<file path="config.mk">
export PLATFORM = sky130hd
export DESIGN_NAME = alu_seq
export DESIGN_NICKNAME = d
export VERILOG_FILES = /design/src/rtl/alu_pkg.sv /design/src/rtl/alu_mul_serial.sv /design/src/rtl/alu_seq.sv
export SDC_FILE = /design/constraint.sdc
export NUM_CORES = 1
export LEC_CHECK = 0
export CORE_MARGIN = 2
export CORE_UTILIZATION = 29
export DETAILED_ROUTE_END_ITERATION = 7
export PLACE_DENSITY = 0.52
export SYNTH_ARGS = -nofsm -noshare
export SYNTH_HDL_FRONTEND = slang
export SYNTH_SLANG_ARGS = --single-unit
</file>
<file path="constraint.sdc">
create_clock -name clk -period 3.7 [get_ports clk]
set_input_delay 0.74 -clock clk [delete_from_list [all_inputs] [get_ports clk]]
set_output_delay 0.74 -clock clk [all_outputs]
set_load 0.02 [all_outputs]
</file>
<file path="src/rtl/alu_pkg.sv">
// Shared types for the sequential ALU: opcode and FSM state enums plus
// bit positions of the packed flag register.
package alu_pkg;

    typedef enum logic [2:0] {
        OP_ADD = 3'b000,
        OP_SUB = 3'b001,
        OP_AND = 3'b010,
        OP_OR  = 3'b011,
        OP_XOR = 3'b100,
        OP_SHL = 3'b101,
        OP_SHR = 3'b110,
        OP_MUL = 3'b111
    } alu_op_e;

    typedef enum logic [1:0] {
        IDLE = 2'd0,
        MUL  = 2'd1,
        DONE = 2'd2
    } alu_state_e;

    localparam int FLAG_C    = 0;
    localparam int FLAG_Z    = 1;
    localparam int FLAG_N    = 2;
    localparam int FLAG_V    = 3;
    localparam int NUM_FLAGS = 4;

endpackage

</file>
<file path="src/rtl/alu_mul_serial.sv">
// Iterative unsigned shift-add multiplier: one partial product per cycle,
// WIDTH cycles per operation, product presented during the final step.
module alu_mul_serial #(
    parameter int WIDTH = 8,
    parameter int SHW   = $clog2(WIDTH)
) (
    input  logic                 clk,
    input  logic                 rst,
    input  logic                 start,
    input  logic [WIDTH-1:0]     a,
    input  logic [WIDTH-1:0]     b,
    output logic                 busy,
    output logic                 done,
    output logic [2*WIDTH-1:0]   product
);

    localparam logic [SHW-1:0] LAST_STEP = SHW'(WIDTH - 1);

    logic [2*WIDTH-1:0] acc;
    logic [2*WIDTH-1:0] mcand;
    logic [2*WIDTH-1:0] acc_next;
    logic [WIDTH-1:0]   mplier;
    logic [SHW-1:0]     step_cnt;

    always_comb begin
        acc_next = mplier[0] ? (acc + mcand) : acc;
    end

    // The product includes the last step's contribution, so the owner can
    // register it in the same cycle that done is high.
    assign done    = busy && (step_cnt == LAST_STEP);
    assign product = acc_next;

    always_ff @(posedge clk) begin
        if (rst) begin
            busy     <= 1'b0;
            step_cnt <= '0;
            acc      <= '0;
            mcand    <= '0;
            mplier   <= '0;
        end else if (start) begin
            busy     <= 1'b1;
            step_cnt <= '0;
            acc      <= '0;
            mcand    <= {{WIDTH{1'b0}}, a};
            mplier   <= b;
        end else if (busy) begin
            acc    <= acc_next;
            mcand  <= mcand << 1;
            mplier <= mplier >> 1;
            if (done) begin
                busy <= 1'b0;
            end else begin
                step_cnt <= step_cnt + SHW'(1);
            end
        end
    end

endmodule

</file>
<file path="src/rtl/alu_seq.sv">
// Registered ALU with valid/ready handshakes on both sides; single-cycle ops
// stream at one per clock, MUL is delegated to the serial multiplier.
module alu_seq
    import alu_pkg::*;
#(
    parameter int WIDTH = 8,
    parameter int SHW   = $clog2(WIDTH)
) (
    input  logic               clk,
    input  logic               rst,
    input  logic               in_valid,
    output logic               in_ready,
    input  logic [2:0]         op,
    input  logic [WIDTH-1:0]   a,
    input  logic [WIDTH-1:0]   b,
    output logic               out_valid,
    input  logic               out_ready,
    output logic [WIDTH-1:0]   result,
    output logic               carry,
    output logic               zero,
    output logic               neg,
    output logic               ovf
);

    localparam logic [WIDTH-1:0] WIDTH_LIM = WIDTH'(WIDTH);

    alu_state_e           state;
    logic [NUM_FLAGS-1:0] flags;

    logic                 accept;
    logic                 mul_start;
    logic                 mul_busy;
    logic                 mul_done;
    logic [2*WIDTH-1:0]   mul_product;

    logic [WIDTH:0]       wide;
    logic [WIDTH-1:0]     alu_res;
    logic                 alu_carry;
    logic                 alu_ovf;
    logic [NUM_FLAGS-1:0] alu_flags;
    logic [NUM_FLAGS-1:0] mul_flags;

    // A result being consumed frees the slot, so DONE can accept in the same cycle.
    assign in_ready  = !mul_busy && ((state == IDLE) || ((state == DONE) && out_ready));
    assign accept    = in_valid && in_ready;
    assign mul_start = accept && (alu_op_e'(op) == OP_MUL);

    alu_mul_serial #(
        .WIDTH (WIDTH),
        .SHW   (SHW)
    ) u_mul (
        .clk     (clk),
        .rst     (rst),
        .start   (mul_start),
        .a       (a),
        .b       (b),
        .busy    (mul_busy),
        .done    (mul_done),
        .product (mul_product)
    );

    always_comb begin
        wide      = '0;
        alu_res   = '0;
        alu_carry = 1'b0;
        alu_ovf   = 1'b0;
        case (alu_op_e'(op))
            OP_ADD: begin
                wide      = {1'b0, a} + {1'b0, b};
                alu_res   = wide[WIDTH-1:0];
                alu_carry = wide[WIDTH];
                alu_ovf   = (a[WIDTH-1] == b[WIDTH-1]) && (alu_res[WIDTH-1] != a[WIDTH-1]);
            end
            OP_SUB: begin
                wide      = {1'b0, a} - {1'b0, b};
                alu_res   = wide[WIDTH-1:0];
                alu_carry = wide[WIDTH];
                alu_ovf   = (a[WIDTH-1] != b[WIDTH-1]) && (alu_res[WIDTH-1] != a[WIDTH-1]);
            end
            OP_AND:  alu_res = a & b;
            OP_OR:   alu_res = a | b;
            OP_XOR:  alu_res = a ^ b;
            OP_SHL:  alu_res = (b >= WIDTH_LIM) ? '0 : (a << b);
            OP_SHR:  alu_res = (b >= WIDTH_LIM) ? '0 : (a >> b);
            default: alu_res = '0;
        endcase

        alu_flags         = '0;
        alu_flags[FLAG_C] = alu_carry;
        alu_flags[FLAG_Z] = (alu_res == '0);
        alu_flags[FLAG_N] = alu_res[WIDTH-1];
        alu_flags[FLAG_V] = alu_ovf;

        // Multiply carry reports any lost high-half bits.
        mul_flags         = '0;
        mul_flags[FLAG_C] = |mul_product[2*WIDTH-1:WIDTH];
        mul_flags[FLAG_Z] = (mul_product[WIDTH-1:0] == '0);
        mul_flags[FLAG_N] = mul_product[WIDTH-1];
    end

    always_ff @(posedge clk) begin
        if (rst) begin
            state     <= IDLE;
            out_valid <= 1'b0;
            result    <= '0;
            flags     <= '0;
        end else if (accept) begin
            if (mul_start) begin
                state     <= MUL;
                out_valid <= 1'b0;
            end else begin
                result    <= alu_res;
                flags     <= alu_flags;
                state     <= DONE;
                out_valid <= 1'b1;
            end
        end else begin
            case (state)
                IDLE: ;
                MUL: begin
                    if (mul_done) begin
                        result    <= mul_product[WIDTH-1:0];
                        flags     <= mul_flags;
                        state     <= DONE;
                        out_valid <= 1'b1;
                    end
                end
                DONE: begin
                    if (out_ready) begin
                        state     <= IDLE;
                        out_valid <= 1'b0;
                    end
                end
                default: begin
                    state     <= IDLE;
                    out_valid <= 1'b0;
                end
            endcase
        end
    end

    assign carry = flags[FLAG_C];
    assign zero  = flags[FLAG_Z];
    assign neg   = flags[FLAG_N];
    assign ovf   = flags[FLAG_V];

endmodule
</file>
==> results of run 1 <==
-- stage by stage --
stage	util [%]	cell area, µm²	power (µW)
after floorplan	-	5010	924
after global placement	33.7	5770	1090
after detailed placement	33.7	5770	1090
after CTS	35.6	6100	2020
after global routing	35.7	6100	2100
final	35.7	6100	2010
-- critical path, stage by stage --
cell and delay [ns]:
clkdlybuf4s50_1 0.50, inv_1 0.07, ha_1 0.21, inv_1 0.07, fa_1 0.41, mux4_2 0.46, nor2_1 0.10, a21oi_1 0.06
a221oi_2 0.23, buf_4 0.16, nand4_1 0.08, or3_1 0.32, o32ai_1 0.25
-- power groups by stage --
| stage | Clock (µW) | Combinational [µW] | Sequential, µW |
|---|---|---|---|
| after floorplan | 0 | 256 | 668 |
| after global placement | 0 | 431 | 660 |
| after detailed placement | 0 | 434 | 661 |
| after CTS | 940 | 436 | 648 |
| after global routing | 974 | 480 | 650 |
| final | 926 | 439 | 648 |
-- layer usage --
layer | track usage, % | vias up | share of wire [%]
met5 | 0 | - | 0
met4 | 6.48 | 0 | 3.0
met2 | 26.6 | 115 | 45
li1 | - | 2480 | -
met1 | 23.7 | 2376 | 48
met3 | 3.25 | 27 | 4.0
-- final cells by class --
class,instances,share of cell area [%]
clock buffer,10,3.91
multi-input combinational,519,58.7
tap,225,4.61
inverter,30,1.84
sequential,57,18.7
clock inverter,6,1.48
timing repair buffer,75,10.7
-- kinds of logic after synthesis --
group	after synthesis	synth area share [%]
flops	57	22.8
compound gates	199	26.9
xor+xnor	12	2.10
mux	37	8.46
simple gates	226	22.3
fa+ha+maj	45	11.7
buf+inv	72	5.82
-- cell usage in the layout, fill, tap and decap left out, types with 14 or more instances in the layout --
master and count:
inv_1 29, nor2_1 70, nor3_1 16, buf_4 39, a22oi_1 14, a21oi_1 57, dfxtp_1 56, nand2_1 56
mux2i_1 30, clkdlybuf4s50_1 36, ha_1 42, a211oi_1 24, o21ai_0 23
-- flip-flops by register name, indices dropped and copies added, names as in the netlist --
signal,count
u_mul.acc,16
u_mul.mplier,8
u_mul.busy,1
u_mul.step_cnt,3
u_mul.mcand,16
result,7
out_valid,1
state,1
flags,4
-- worst paths after layout --
kind                            cells after the start  slack [ns]                endpoint                        start
worst min-delay path                                2        0.45  result[3]$_SDFFE_PP0P_       result[3]$_SDFFE_PP0P_
worst max register to register                      9        0.48   flags[0]$_SDFFE_PP0P_  u_mul.mcand[6]$_SDFFE_PP0P_
worst min register to register                      2        0.45  result[3]$_SDFFE_PP0P_       result[3]$_SDFFE_PP0P_
worst max-delay path                               13        0.28   flags[1]$_SDFFE_PP0P_                         a[0]
-- what timing repair did --
item	4_1_cts	5_1_grt
resized for setup	0	1
hold endpoints to repair	0	0
endpoints found under the setup margin	0	1
==> flow_summary.toml, run 1 <==
[run_status]
status = "finished clean"

[die]
start_util_pct = 29.3
dieWidth_um = 135
fp.dieH_um = 135
rows = 48
die-area_um2 = 18400
coreArea_um2 = 17100
ios = 37

[synthesis]
ys_seq_area_share_pct = 22.8
synth_seq_cells = 57
synth.avg_cell_area_um2 = 7.74
synth_edf_count = 0
yosys.area.top_type_share_pct = 22.8
synth_cell_types = 70
ys_async_sr_fraction_pct = 0
yosys_warnings = 0
yosysMostFrequentCell = "nor2_1"
syn_area_um2 = 5010
synth_area_leaders = "dfxtp_1 (23%), ha_1 (10%), mux2i_1 (6.0%), a21oi_1 (5.7%), nor2_1 (5.2%)"
syn_inst = 648
synth_area_leader_cell = "dfxtp_1"
syn_nets = 716
synth-main-ff-cell = "dfxtp_1"
ys_top_cells_by_count = "nor2_1 (70), a21oi_1 (57), dfxtp_1 (57)"

[timing]
holdWs_ns = 0.455
finalClockSkew_ns = 0.00588
period_needed_ns = 3.42
hold_viol_final = 0
worstMarginPinSlew_ns = 0.858
fmax_mhz = 292
setup_viol = 0
slew_violations = 0
fin_crit_sh_pct = 92.4
grt_setup_unrepaired = "false"
relSlewSlack_pct = 42.6
setup_tns_ns = 0
setup_ws_ns = 0.280

[detailed_routing]
routed_via_density = 5.42
routed_wl_um = 15300
drc = 0
first_iter_violations = 415
drt-pass1-iter-count = 5
wl_per_cell_um = 16.6
ant_nets = 0
vias = 4998

[place]
pre_cts_slack_ns = -0.181
port-buffer-count = 36
dp_hpwl_um = 11700
placed_cells = 906
place.gp.congestion = 0.915

[layout]
fin_cells = 922
n_fill_cell = 1781
num_antenna_cells = 0
syn_to_final_growth_pct = 21.8
final_nets = 760
multi_input_area_um2 = 3590
regArea_um2 = 1140
drive_above_1_share_pct = 10.5

[grt]
grt_pass1_vias = 4769
grt_max_degree = 34
grt_pass1_wl_um = 25000
antenna_found_initial = 0
track_usage_pct = 17.2
grt_overflow = 0

[min_path]
hold_class = "reg -> reg"

[power_and_ir_drop]
p_seq_share_pct = 32.2
power_frac_comb_pct = 21.8
p_leak_uw = 0.00234
powerDensity_nw_per_um2 = 330
ir_drop_uv = 225
clkPwrFrac_pct = 46.0
power.switching_uw = 584
switching_share_pct = 29.0
p_int_uw = 1430

[clock_tree]
h-tree-depth = 3
cts_sinks = 57
clkLatencyLatePin_ns = 0.34
cts_tree = "yes"
cts_buffers = 9
clock-root-buffer = "clkbuf_16"
cts_hold_buf = 0
path_clk_slew_ns = 0.05
clock_path_buffers = 2
post-cts-setup-buffer-count = 0

[job]
drv_cap = 0

[setup_path]
path_class = "in -> reg"
cp.arrival_ns = 3.67
required_ns = 3.95
start_kind = "input pin"
cp_max_fo = 3
end_kind = "flop"
No activity file was read; power rests on OpenSTA's default activity.
==> run 2, diff against run 1 <==
CELL_PAD_IN_SITES_DETAIL_PLACEMENT = 0   (was unset)
CELL_PAD_IN_SITES_GLOBAL_PLACEMENT = 1   (was unset)
PLACE_DENSITY = 0.64   (was 0.52)
==> flow_summary.toml, run 2 (same netlist as run 1, synthesis figures left out) <==
[layout]
final_util_pct = 35.3
layout_common_cells = "nor2_1 (70), a21oi_1 (57), nand2_1 (56), dfxtp_1 (56), ha_1 (42)"
postLayoutCellArea_um2 = 6040
syn_to_final_growth_pct = 20.5
layout_commonest_cell = "nor2_1"
num_antenna_cells = 0
drive_above_1_share_pct = 9.55
final_nets = 754
biggestRegsByFlops = "u_mul.acc: 16 flops, u_mul.mcand: 16 flops, u_mul.mplier: 8 flops"

[timing]
slew_violations = 0
fmax_mhz = 293
hold_viol_final = 0
fin_crit_sh_pct = 92.1
relSlewSlack_pct = 44.8
setup_viol = 0
worstMarginPinSlew_ns = 0.825
setup_ws_ns = 0.291
finalClockSkew_ns = 0.00734
grt_setup_unrepaired = "false"
period_needed_ns = 3.41

[setup_path]
start_kind = "input pin"
cp.arrival_ns = 3.65
path_class = "in -> reg"
cp_max_fo = 2
end_kind = "flop"
required_ns = 3.94
r2r_setup_slack_ns = 0.47
reg2reg_from = "u_mul.mcand[6]$_SDFFE_PP0P_"
reg2regPathDepth = 9
reg2reg_to = "flags[0]$_SDFFE_PP0P_"

[power_and_ir_drop]
power_uw = 1930
powerDensity_nw_per_um2 = 319
p_leak_uw = 0.00230
ir_drop_uv = 220

[clock_tree]
cts_repair_resize_count = 0
post-cts-setup-buffer-count = 0
path_clk_slew_ns = 0.06
cts_hold_buf = 0
h-tree-depth = 3
clkLatencyLatePin_ns = 0.33
cts_tree = "yes"
clock_path_buffers = 2
clock-root-buffer = "clkbuf_16"
cts_buffers = 9
cts_sinks = 57

[min_path]
whs_endpoint = "result[3]$_SDFFE_PP0P_"
hold_class = "reg -> reg"
hold_depth = 2
worstHoldStart = "result[3]$_SDFFE_PP0P_"

[die]
dieWidth_um = 135
coreArea_um2 = 17100
start_util_pct = 29.3
rows = 48
fp.dieH_um = 135
die-area_um2 = 18400
ios = 37

[grt]
antenna_found_initial = 0
grt_max_degree = 44
track_usage_pct = 16.9
grt_overflow = 0
grt_pass1_vias = 4720
grt_pass1_wl_um = 24900

[place]
place.gp.congestion = 0.927
place_area_um2 = 5740
pre_cts_slack_ns = -0.0445
port-buffer-count = 36
dp_hpwl_um = 11600

[detailed_routing]
routed_via_density = 5.40
wl_per_cell_um = 16.5
drc = 0
first_iter_violations = 372
ant_nets = 0
vias = 4945
routed_wl_um = 15100
drt-pass1-iter-count = 5

[run_status]
status = "finished clean"

[job]
drv_cap = 0
==> run 2: cell count changes in the layout (fill, tap and decap cells not counted), sizes merged <==
cell	previous run	this run
inv	30	31
clkinvlp	1	0
bufinv	2	1
clkbuf	10	9
buf	39	33
clkinv	3	5
==> run 2: metal layers <==
metal	part of all wire, %	GRT usage, %
met5	0	0
met4	1.1	3.65
met3	3.2	2.84
met2	46	27.5
met1	49	23.5
==> run 2: worst max path at each step <==
stage,end,slack (ns),from,depth (start not counted)
after detailed placement,flags[1]$_SDFFE_PP0P_,-0.04,a[0],12
final,flags[1]$_SDFFE_PP0P_,0.29,a[0],12
after global placement,flags[1]$_SDFFE_PP0P_,-0.04,a[0],13
after floorplan,flags[1]$_SDFFE_PP0P_,0.72,a[0],11
after CTS,flags[1]$_SDFFE_PP0P_,0.28,a[0],12
after global routing,flags[1]$_SDFFE_PP0P_,0.11,a[0],13
==> run 2: worst max-delay path: stages <==
cell and delay, ns:
clkdlybuf4s50_1 0.42, buf_4 0.15, ha_1 0.22, fa_1 0.44
mux4_2 0.47, nor2_1 0.10, a21oi_1 0.07, a221oi_1 0.23
buf_4 0.16, nand4_1 0.08, or3_1 0.33, o32ai_1 0.24
==> run 2: final cells by class <==
cell class,count,area (µm²)
multi-input combinational,519,3580
fill,1830,11100
timing repair buffer,69,621
tap,225,282
inverter,30,113
sequential,57,1140
clock buffer,9,225
clock inverter,7,78.8
==> run 2: stage by stage <==
stage / hold WS [ns] / std cells / setup TNS [ns]
after global routing: 0.477 / 916 / 0
after CTS: 0.455 / 916 / 0
after floorplan: 0.436 / 648 / 0
after global placement: 0.445 / 900 / -0.0435
final: 0.451 / 916 / 0
after detailed placement: 0.447 / 900 / -0.0445
==> run 2: where the power goes <==
| group | leakage (µW) | total (µW) | switching (µW) | internal, µW |
|---|---|---|---|---|
| Clock | 0.000150 | 845 | 317 | 527 |
| Combinational | 0.00169 | 432 | 249 | 183 |
| Sequential | 0.000462 | 649 | 15.4 | 634 |
==> run 3, diff against run 2 <==
clock period = 3.5 ns   (was 3.7 ns; I/O delays follow)
==> flow_summary.toml, run 3 (same netlist as run 1, synthesis figures left out) <==
[timing]
slew_violations = 0
setup_tns_ns = 0
period_needed_ns = 3.39
worstMarginPinSlew_ns = 0.859
setup_ws_ns = 0.111
fin_crit_sh_pct = 96.8
relSlewSlack_pct = 42.5
fmax_mhz = 295
setup_viol = 0
hold_viol_final = 0
finalClockSkew_ns = 0.00579
holdWs_ns = 0.453
grt_setup_unrepaired = "false"

[run_status]
status = "finished clean"

[layout]
drive_above_1_share_pct = 12.2
postLayoutCellArea_um2 = 6170
num_antenna_cells = 0
syn_to_final_growth_pct = 23.2
layout_common_cells = "nor2_1 (69), a21oi_1 (57), nand2_1 (56), dfxtp_1 (56), buf_4 (46)"
layout_commonest_cell = "nor2_1"
final_nets = 768
biggestRegsByFlops = "u_mul.acc: 16 flops, u_mul.mcand: 16 flops, u_mul.mplier: 8 flops"

[die]
rows = 48
fp.dieH_um = 135
dieWidth_um = 135
ios = 37
coreArea_um2 = 17100
die-area_um2 = 18400
start_util_pct = 29.3

[place]
pre_cts_slack_ns = -0.286
place_area_um2 = 5840
place.gp.congestion = 0.908
dp_hpwl_um = 12000
port-buffer-count = 36

[setup_path]
end_kind = "flop"
path_class = "in -> reg"
cp_max_fo = 2
required_ns = 3.74
cp.arrival_ns = 3.63
start_kind = "input pin"

[power_and_ir_drop]
power_uw = 2060
p_int_uw = 1430
power_frac_comb_pct = 23.4
powerDensity_nw_per_um2 = 333
ir_drop_uv = 234
switching_share_pct = 30.2
p_leak_uw = 0.00237
clkPwrFrac_pct = 43.2
p_seq_share_pct = 33.4
power.switching_uw = 622

[job]
drv_cap = 0

[grt]
grt_overflow = 0
grt_pass1_wl_um = 25200
track_usage_pct = 17.3
grt_max_degree = 44
grt_pass1_vias = 4814
antenna_found_initial = 0

[clock_tree]
cts_buffers = 9
cts_sinks = 57
path_clk_slew_ns = 0.06
cts_tree = "yes"
post-cts-setup-buffer-count = 0
cts_repair_resize_count = 0
h-tree-depth = 3
clkLatencyLatePin_ns = 0.33
clock_path_buffers = 2
cts_hold_buf = 0
clock-root-buffer = "clkbuf_16"

[detailed_routing]
drc = 0
drt-pass1-iter-count = 5
vias = 5030
routed_via_density = 5.41
routed_wl_um = 15700
ant_nets = 0
first_iter_violations = 380
wl_per_cell_um = 16.8

[min_path]
hold_class = "reg -> reg"
## run 3: power by group through the flow
| stage | combinational, µW | clock (µW) | sequential (µW) |
|---|---|---|---|
| floorplan | 270 | 0 | 707 |
| global placement | 468 | 0 | 700 |
| detailed placement | 471 | 0 | 700 |
| CTS | 474 | 910 | 686 |
| global route | 526 | 941 | 689 |
| finish | 482 | 888 | 686 |
## run 3: metrics by stage
step | util [%] | std cells
3_3_place_gp | 34.1 | 914
3_5_place_dp | 34.1 | 914
5_1_grt | 36.1 | 930
2_1_floorplan | - | 648
6_report | 36.1 | 930
4_1_cts | 35.9 | 930
## run 3: worst max-delay path, cell delays in order
cell,delay (ns)
clkdlybuf4s50_1,0.41
buf_4,0.14
ha_1,0.23
fa_1,0.44
mux4_2,0.47
nor2_2,0.09
a21oi_1,0.06
a221oi_2,0.21
buf_4,0.16
nand4_1,0.08
or3_4,0.38
o32ai_2,0.25
## run 3: layout make-up
type                    count  area, µm²
clock buffers               9        225
clock inverters             7       77.6
fillers                  1778      10900
inverters                  30        113
multi-input cells         519       3610
flip-flops and latches     57       1140
well taps                 225        282
repair buffers             83        726
## run 3: final timing paths
path,startpoint,slack (ns),depth (start not counted),endpoint
max,a[0],0.11,12,flags[1]$_SDFFE_PP0P_
min reg2reg,result[3]$_SDFFE_PP0P_,0.45,2,result[3]$_SDFFE_PP0P_
min,result[3]$_SDFFE_PP0P_,0.45,2,result[3]$_SDFFE_PP0P_
max reg2reg,u_mul.mcand[6]$_SDFFE_PP0P_,0.30,9,flags[0]$_SDFFE_PP0P_
## run 3: layer usage
layer	up-vias	GRT usage, %	part of all wire (%)
met5	-	0	0
met1	2369	23.2	47
li1	2503	-	-
met4	0	5.03	2.4
met2	136	28.3	47
met3	22	3.44	3.7
